$ cat config.mk
export PLATFORM = sky130hd
export DESIGN_NAME = riscv_uart_tx
export DESIGN_NICKNAME = d
export VERILOG_FILES = /design/src/rtl/riscv_uart_pkg.sv /design/src/rtl/riscv_uart_fifo.sv /design/src/rtl/riscv_uart_tx.sv
export SDC_FILE = /design/constraint.sdc
export NUM_CORES = 1
export LEC_CHECK = 0
export BUFFER_PORTS_ARGS = -buffer_cell sky130_fd_sc_hd__buf_4
export CAP_MARGIN = 20
export CORE_ASPECT_RATIO = 0.7
export CORE_MARGIN = 2
export CORE_UTILIZATION = 31
export CTS_CLUSTER_DIAMETER = 80
export DETAILED_ROUTE_END_ITERATION = 16
export SETUP_SLACK_MARGIN = 0.05
export SKIP_LAST_GASP = 1
export SLEW_MARGIN = 20
export SYNTH_ARGS = -nofsm -noshare
export SYNTH_HDL_FRONTEND = slang
export SYNTH_SLANG_ARGS = --single-unit
export TNS_END_PERCENT = 100
$ cat constraint.sdc
create_clock -name i_riscv_uart_clk -period 2.95 [get_ports i_riscv_uart_clk]
set_input_delay 0.59 -clock i_riscv_uart_clk [delete_from_list [all_inputs] [get_ports i_riscv_uart_clk]]
set_output_delay 0.59 -clock i_riscv_uart_clk [all_outputs]
set_load 0.03 [all_outputs]
$ cat src/rtl/riscv_uart_pkg.sv
// Shared definitions for the RISC-V UART transmitter: FSM encoding, frame
// constants and the baud-counter width helper.
package riscv_uart_pkg;

  typedef enum logic [1:0] {
    IDLE  = 2'b00,
    START = 2'b01,
    DATA  = 2'b10,
    STOP  = 2'b11
  } uart_state_e;

  localparam int unsigned DATA_BITS = 8;
  localparam int unsigned STOP_BITS = 1;

  // A divider of 1 still needs a one-bit counter to stay legal.
  function automatic int unsigned cnt_width(input int unsigned div);
    return (div > 1) ? $clog2(div) : 1;
  endfunction

endpackage

$ cat src/rtl/riscv_uart_fifo.sv
// Byte FIFO between the LSU store path and the serialiser: synchronous
// push/pop, registered occupancy, power-of-two depth with wrapping pointers.
module riscv_uart_fifo #(
  parameter  int unsigned DEPTH = 8,
  parameter  int unsigned WIDTH = 8,
  localparam int unsigned PW    = $clog2(DEPTH)
) (
  input  logic             clk,
  input  logic             rst,
  input  logic             push,
  input  logic             pop,
  input  logic [WIDTH-1:0] din,
  output logic [WIDTH-1:0] dout,
  output logic [PW:0]      count,
  output logic             full,
  output logic             empty
);

  localparam logic [PW:0]   FULL_CNT = DEPTH[PW:0];
  localparam logic [PW:0]   ONE_CNT  = 1;
  localparam logic [PW-1:0] ONE_PTR  = 1;

  logic [WIDTH-1:0] mem_q [DEPTH];
  logic [PW-1:0]    wr_ptr_q, wr_ptr_d;
  logic [PW-1:0]    rd_ptr_q, rd_ptr_d;
  logic [PW:0]      count_q, count_d;
  logic             do_push, do_pop;

  assign full    = (count_q == FULL_CNT);
  assign empty   = (count_q == '0);
  assign count   = count_q;
  assign dout    = mem_q[rd_ptr_q];
  assign do_push = push & ~full;
  assign do_pop  = pop & ~empty;

  always_comb begin
    wr_ptr_d = wr_ptr_q;
    rd_ptr_d = rd_ptr_q;
    count_d  = count_q;
    if (do_push) wr_ptr_d = wr_ptr_q + ONE_PTR;
    if (do_pop)  rd_ptr_d = rd_ptr_q + ONE_PTR;
    case ({do_push, do_pop})
      2'b10:   count_d = count_q + ONE_CNT;
      2'b01:   count_d = count_q - ONE_CNT;
      default: count_d = count_q;
    endcase
  end

  always_ff @(posedge clk) begin
    if (rst) begin
      wr_ptr_q <= '0;
      rd_ptr_q <= '0;
      count_q  <= '0;
    end else begin
      wr_ptr_q <= wr_ptr_d;
      rd_ptr_q <= rd_ptr_d;
      count_q  <= count_d;
    end
  end

  // Storage carries no reset; stale entries are never read while empty.
  always_ff @(posedge clk) begin
    if (do_push) mem_q[wr_ptr_q] <= din;
  end

endmodule

$ cat src/rtl/riscv_uart_tx.sv
// UART transmitter for the RISC-V LSU: stores land in a byte FIFO and are
// serialised 8N1 at CLK_FREQ/BAUD, with back-to-back frames when data waits.
module riscv_uart_tx
  import riscv_uart_pkg::*;
#(
  parameter int unsigned CLK_FREQ   = 50_000_000,
  parameter int unsigned BAUD       = 115_200,
  parameter int unsigned FIFO_DEPTH = 8
) (
  input  logic       i_riscv_uart_clk,
  input  logic       i_riscv_uart_rst,
  input  logic       i_riscv_uart_globstall,
  input  logic       i_riscv_uart_tx_valid,
  input  logic [7:0] i_riscv_uart_tx_data,
  output logic       o_riscv_uart_tx,
  output logic       o_riscv_uart_full,
  output logic       o_riscv_uart_active
);

  localparam int unsigned      DIV      = CLK_FREQ / BAUD;
  localparam int unsigned      CNT_W    = cnt_width(DIV);
  localparam logic [CNT_W-1:0] CNT_LAST = CNT_W'(DIV - 1);
  localparam logic [CNT_W-1:0] CNT_ONE  = 1;
  localparam int unsigned      FCNT_W   = $clog2(FIFO_DEPTH) + 1;
  localparam logic [2:0]       LAST_BIT = 3'(DATA_BITS - 1);

  uart_state_e      state_q, state_d;
  logic [CNT_W-1:0] cnt_q, cnt_d;
  logic [2:0]       bit_q, bit_d;
  logic [7:0]       shift_q, shift_d;
  logic             tx_q, tx_d;

  logic             push, pop, baud_end;
  logic             fifo_full, fifo_empty;
  logic [7:0]       fifo_head;
  logic [FCNT_W-1:0] fifo_count;

  // A stalled pipeline must not commit the store, so stall gates the push only.
  assign push = i_riscv_uart_tx_valid & ~i_riscv_uart_globstall & ~fifo_full;

  riscv_uart_fifo #(
    .DEPTH (FIFO_DEPTH),
    .WIDTH (8)
  ) u_fifo (
    .clk   (i_riscv_uart_clk),
    .rst   (i_riscv_uart_rst),
    .push  (push),
    .pop   (pop),
    .din   (i_riscv_uart_tx_data),
    .dout  (fifo_head),
    .count (fifo_count),
    .full  (fifo_full),
    .empty (fifo_empty)
  );

  assign baud_end            = (cnt_q == CNT_LAST);
  assign o_riscv_uart_tx     = tx_q;
  assign o_riscv_uart_full   = fifo_full;
  assign o_riscv_uart_active = (state_q != IDLE) | (fifo_count != '0);

  // tx_d is the line level for the state being entered, keeping tx registered.
  always_comb begin
    state_d = state_q;
    cnt_d   = cnt_q;
    bit_d   = bit_q;
    shift_d = shift_q;
    tx_d    = tx_q;
    pop     = 1'b0;
    case (state_q)
      IDLE: begin
        tx_d  = 1'b1;
        cnt_d = '0;
        bit_d = '0;
        if (!fifo_empty) begin
          pop     = 1'b1;
          shift_d = fifo_head;
          tx_d    = 1'b0;
          state_d = START;
        end
      end
      START: begin
        if (baud_end) begin
          cnt_d   = '0;
          bit_d   = '0;
          tx_d    = shift_q[0];
          state_d = DATA;
        end else begin
          cnt_d = cnt_q + CNT_ONE;
        end
      end
      DATA: begin
        if (baud_end) begin
          cnt_d = '0;
          if (bit_q == LAST_BIT) begin
            tx_d    = 1'b1;
            state_d = STOP;
          end else begin
            bit_d   = bit_q + 3'd1;
            shift_d = {1'b0, shift_q[7:1]};
            tx_d    = shift_q[1];
          end
        end else begin
          cnt_d = cnt_q + CNT_ONE;
        end
      end
      STOP: begin
        if (baud_end) begin
          cnt_d = '0;
          if (!fifo_empty) begin
            pop     = 1'b1;
            shift_d = fifo_head;
            tx_d    = 1'b0;
            state_d = START;
          end else begin
            tx_d    = 1'b1;
            state_d = IDLE;
          end
        end else begin
          cnt_d = cnt_q + CNT_ONE;
        end
      end
      default: begin
        tx_d    = 1'b1;
        state_d = IDLE;
      end
    endcase
  end

  always_ff @(posedge i_riscv_uart_clk) begin
    if (i_riscv_uart_rst) begin
      state_q <= IDLE;
      cnt_q   <= '0;
      bit_q   <= '0;
      shift_q <= '0;
      tx_q    <= 1'b1;
    end else begin
      state_q <= state_d;
      cnt_q   <= cnt_d;
      bit_q   <= bit_d;
      shift_q <= shift_d;
      tx_q    <= tx_d;
    end
  end

endmodule

==> impl_results.md <==
- Syn Inst Count: 317
- DRT antenna net count: 0
- Sequential fraction of the synthesis area: 0.611
- Max-cap viol count: 0
- Row cnt: 36
- Tot GR Track Use: 0.116
- Largest family of logic cells by synthesized area: simple AND/OR/NAND/NOR gates
- Hold_sp: o_riscv_uart_tx
- IO Count: 15
- Synth Area in Compound Gates: 0.0795
- Wire per inst: 15.3 um
- Drt total wl: 8220 um
- Ys async rst share: 0
- Vias per cell: 4.85
- Initial antenna violation count: 0
- Setup violators final: 0
- Setup WS pre-CTS: 0.307 ns
- Syn Std Cell Area: between 4000 and 5000 sq um
- DP HPWL: between 5000 and 6000 um
- Worst-path clk slew: 0.07 ns
- Die Height: 103 um
- Worst r2r path cells: 11
- Register bit total from synthesis: 100
- Min-Delay Endpoint: o_riscv_uart_tx
- First-pass GRT wire length: between 10000 and 15000 um
- Crit-path cells: ha_1, and4b_1, a31oi_1, nor3_1, ha_1, xor2_1, ha_1, a21oi_1, xor2_1, or3_1, a21oi_1
- Multi-input gate area: 1600 sq um
- Register area: 2640 sq um
- Initial DRC count: 138
- XOR/XNOR Fraction of Synth Area: 0.0182
- Hold path depth: 1
- Final worst-path cycle share: 0.911
- CP dominant cell by count: ha_1
- Layout cell share with drive strength beyond 1: 0.179
- Area delta synth->final: 15.8%
- Slew of the pin with the lowest slew margin: 0.922 ns
- Max Slew Vio Count: 0
- Simple-gate share of the synthesized area: 0.119
- Synth Area per Inst: 13.6 sq um
- CTS tree: done
- Die Wd: 145 um
- CTS sink count: 100
- Arrival @ worst endpoint: a little under 3 ns
- GRT Residual Overflow: 0
- Drt pass-1 iters: 4
- Critical R2R Capture: u_fifo.count[2]
- Launching point of the worst reg2reg path: cnt_q[0]
- Ant diodes: 0
- Flop2flop setup slack: ~0.26 ns
- DP Cell Count: 522
- Final Core Density: 0.363
- Setup crit end kind: register
- Crit path kind: reg -> reg
- Final WS setup: 0.262 ns
- Setup TNS: 0 ns
- Main synth FF type: edfxtp_1
- CP max-delay cell: dfxtp_1
- Clk root buf: clkbuf_16
- Commonest non-fill, non-tap cell in the layout: edfxtp_1
- Fillers: 1358
- Unrepaired setup endpoints after global routing: no
- CTS resizes: 0
- Vias: 2606
- Cell Count, Final, Fillers Out: 537
- Peak Freq: 372 MHz
- Status: completed
- Pin count of the biggest net entering global routing: 29
- Yosys cell types: 50
- Critical Path Max Stage Delay: 0.39 ns
- CTS max path bufs: 2
- Worst EP required: 3.23 ns
- Post-CTS Setup Inserts: 0
- Core area: 13800 sq um
- Post-Synth Adder-Cell Area: 0.0405
- Global placer's final weighted congestion: 0.786
- Max_slew headroom: 0.381
- Pleak: 0.00170 uW
- Pwr Total: 4150 uW
- Nets in the synthesized netlist: 343
- Worst clock skew: between 0.006 and 0.007 ns
- Drt drc: 0
- Commonest non-fill, non-tap cells in the layout: edfxtp_1 (64), dfxtp_1 (36), buf_4 (28)
- Power Dens Cells: 828 nW/um^2
- Hold Crit Class: reg -> reg
- Min Tclk post-route: ~2.7 ns
- YS warnings: 0
- Initial Util: 0.314
- Final Hold Fails: 0
- Worst-Skew Late Latency: approximately 0.35 ns
- Number of synthesized flops with an enable pin: 64
- Number of global-route vias before repair: 2521
- IO Port Bufs: 14
- CP max FO: 6
- TritonCTS Buffers: 9
- Mux cell area share after synthesis: 0.110
- Startpoint type of the worst setup path: register
- Maximum VDD drop: roughly 0.31 mV
- Nets: ~370
- Cts hold-fix bufs: 0
- Total die area: 14900 sq um
- H-tree depth: 3
## worst max-delay path by stage
stage                                from         endpoint  slack (ns)  cells past startpoint
after floorplan           u_fifo.count[1]  u_fifo.count[2]        0.24                     11
after global placement           cnt_q[0]  u_fifo.count[2]        0.39                     11
after detailed placement         cnt_q[0]  u_fifo.count[2]        0.31                     11
after CTS                        cnt_q[0]  u_fifo.count[2]        0.27                     11
after global routing             cnt_q[0]  u_fifo.count[2]        0.07                     11
final                            cnt_q[0]  u_fifo.count[2]        0.26                     11
## stage by stage
step           hold WS (ns)  instance area [sq um]
2_1_floorplan         0.444                   4330
3_3_place_gp          0.450                   4720
6_report              0.468                   5010
4_1_cts               0.472                   5010
3_5_place_dp          0.460                   4720
5_1_grt               0.476                   5010
## cell usage after synthesis (2+ instances only)
master | n | area share
mux4_2 | 11 | 0.057
edfxtp_1 | 64 | 0.44
nand3_1 | 7 | 0.0081
o21bai_1 | 2 | 0.0035
inv_1 | 9 | 0.0078
mux2_2 | 6 | 0.016
o21ai_1 | 2 | 0.0023
mux2i_1 | 3 | 0.0069
xnor2_1 | 5 | 0.010
nor2b_1 | 10 | 0.014
nand2b_1 | 8 | 0.012
nor2_1 | 26 | 0.023
nand2_1 | 9 | 0.0078
o211ai_1 | 7 | 0.012
o21ai_0 | 13 | 0.015
o22ai_1 | 6 | 0.0087
mux4_1 | 5 | 0.030
a21oi_1 | 14 | 0.016
ha_1 | 14 | 0.040
a21o_1 | 2 | 0.0035
dfxtp_1 | 36 | 0.17
nand3b_1 | 3 | 0.0052
or4_1 | 7 | 0.012
xor2_1 | 4 | 0.0081
buf_2 | 4 | 0.0046
o41ai_1 | 2 | 0.0040
nand4b_1 | 2 | 0.0040
nor3_1 | 6 | 0.0069
or3_1 | 3 | 0.0043
clkbuf_1 | 7 | 0.0061
## report_power, final
| group | internal [uW] | switching, uW | total (uW) |
|---|---|---|---|
| Sequential | 1600 | 98.7 | 1700 |
| Combinational | 574 | 718 | 1290 |
| Clock | 654 | 501 | 1160 |
## metal layers
layer | vias up | GRT usage | share of wire
met5 | - | 0 | 0
met1 | 1287 | 0.160 | 0.50
met3 | 10 | 0.0319 | 0.033
met2 | 41 | 0.177 | 0.45
li1 | 1268 | - | -
met4 | 0 | 0.0460 | 0.014
## logic make-up (layout without fill, tap and decap cells)
logic type | Yosys count | count (layout)
buf+inv | 22 | 52
fa+ha+maj | 14 | 14
flops | 100 | 100
mux | 25 | 25
simple gates | 92 | 92
xor+xnor | 9 | 9
compound gates | 55 | 55
## layout make-up
cell class / count / area share
clock buffers: 9 / 0.0450
clock inverters: 6 / 0.0127
inverters: 9 / 0.00674
multi-input cells: 195 / 0.319
flip-flops and latches: 100 / 0.528
well taps: 190 / 0.0475
repair buffers: 28 / 0.0420
## sequential cells by signal, indices dropped and copies added (netlist names), named ones only
| name | count |
|---|---|
| bit_q | 3 |
| cnt_q | 9 |
| o_riscv_uart_tx | 1 |
| shift_q | 8 |
| state_q | 2 |
| u_fifo.count | 4 |
| u_fifo.mem_q | 64 |
| u_fifo.rd_ptr_q | 3 |
| u_fifo.wr_ptr_q | 3 |
## critical path, delay by kind of cell, from the launching register on
| kind | cells | cell delay (ns) |
|---|---|---|
| and+or+nand+nor | 3 | 0.91 |
| adders and majority gates | 3 | 0.65 |
| DFF | 1 | 0.39 |
| xor gates and xnor gates | 2 | 0.34 |
| AOI/OAI and AO/OA | 3 | 0.33 |
Power figures use the tool's default switching activity.
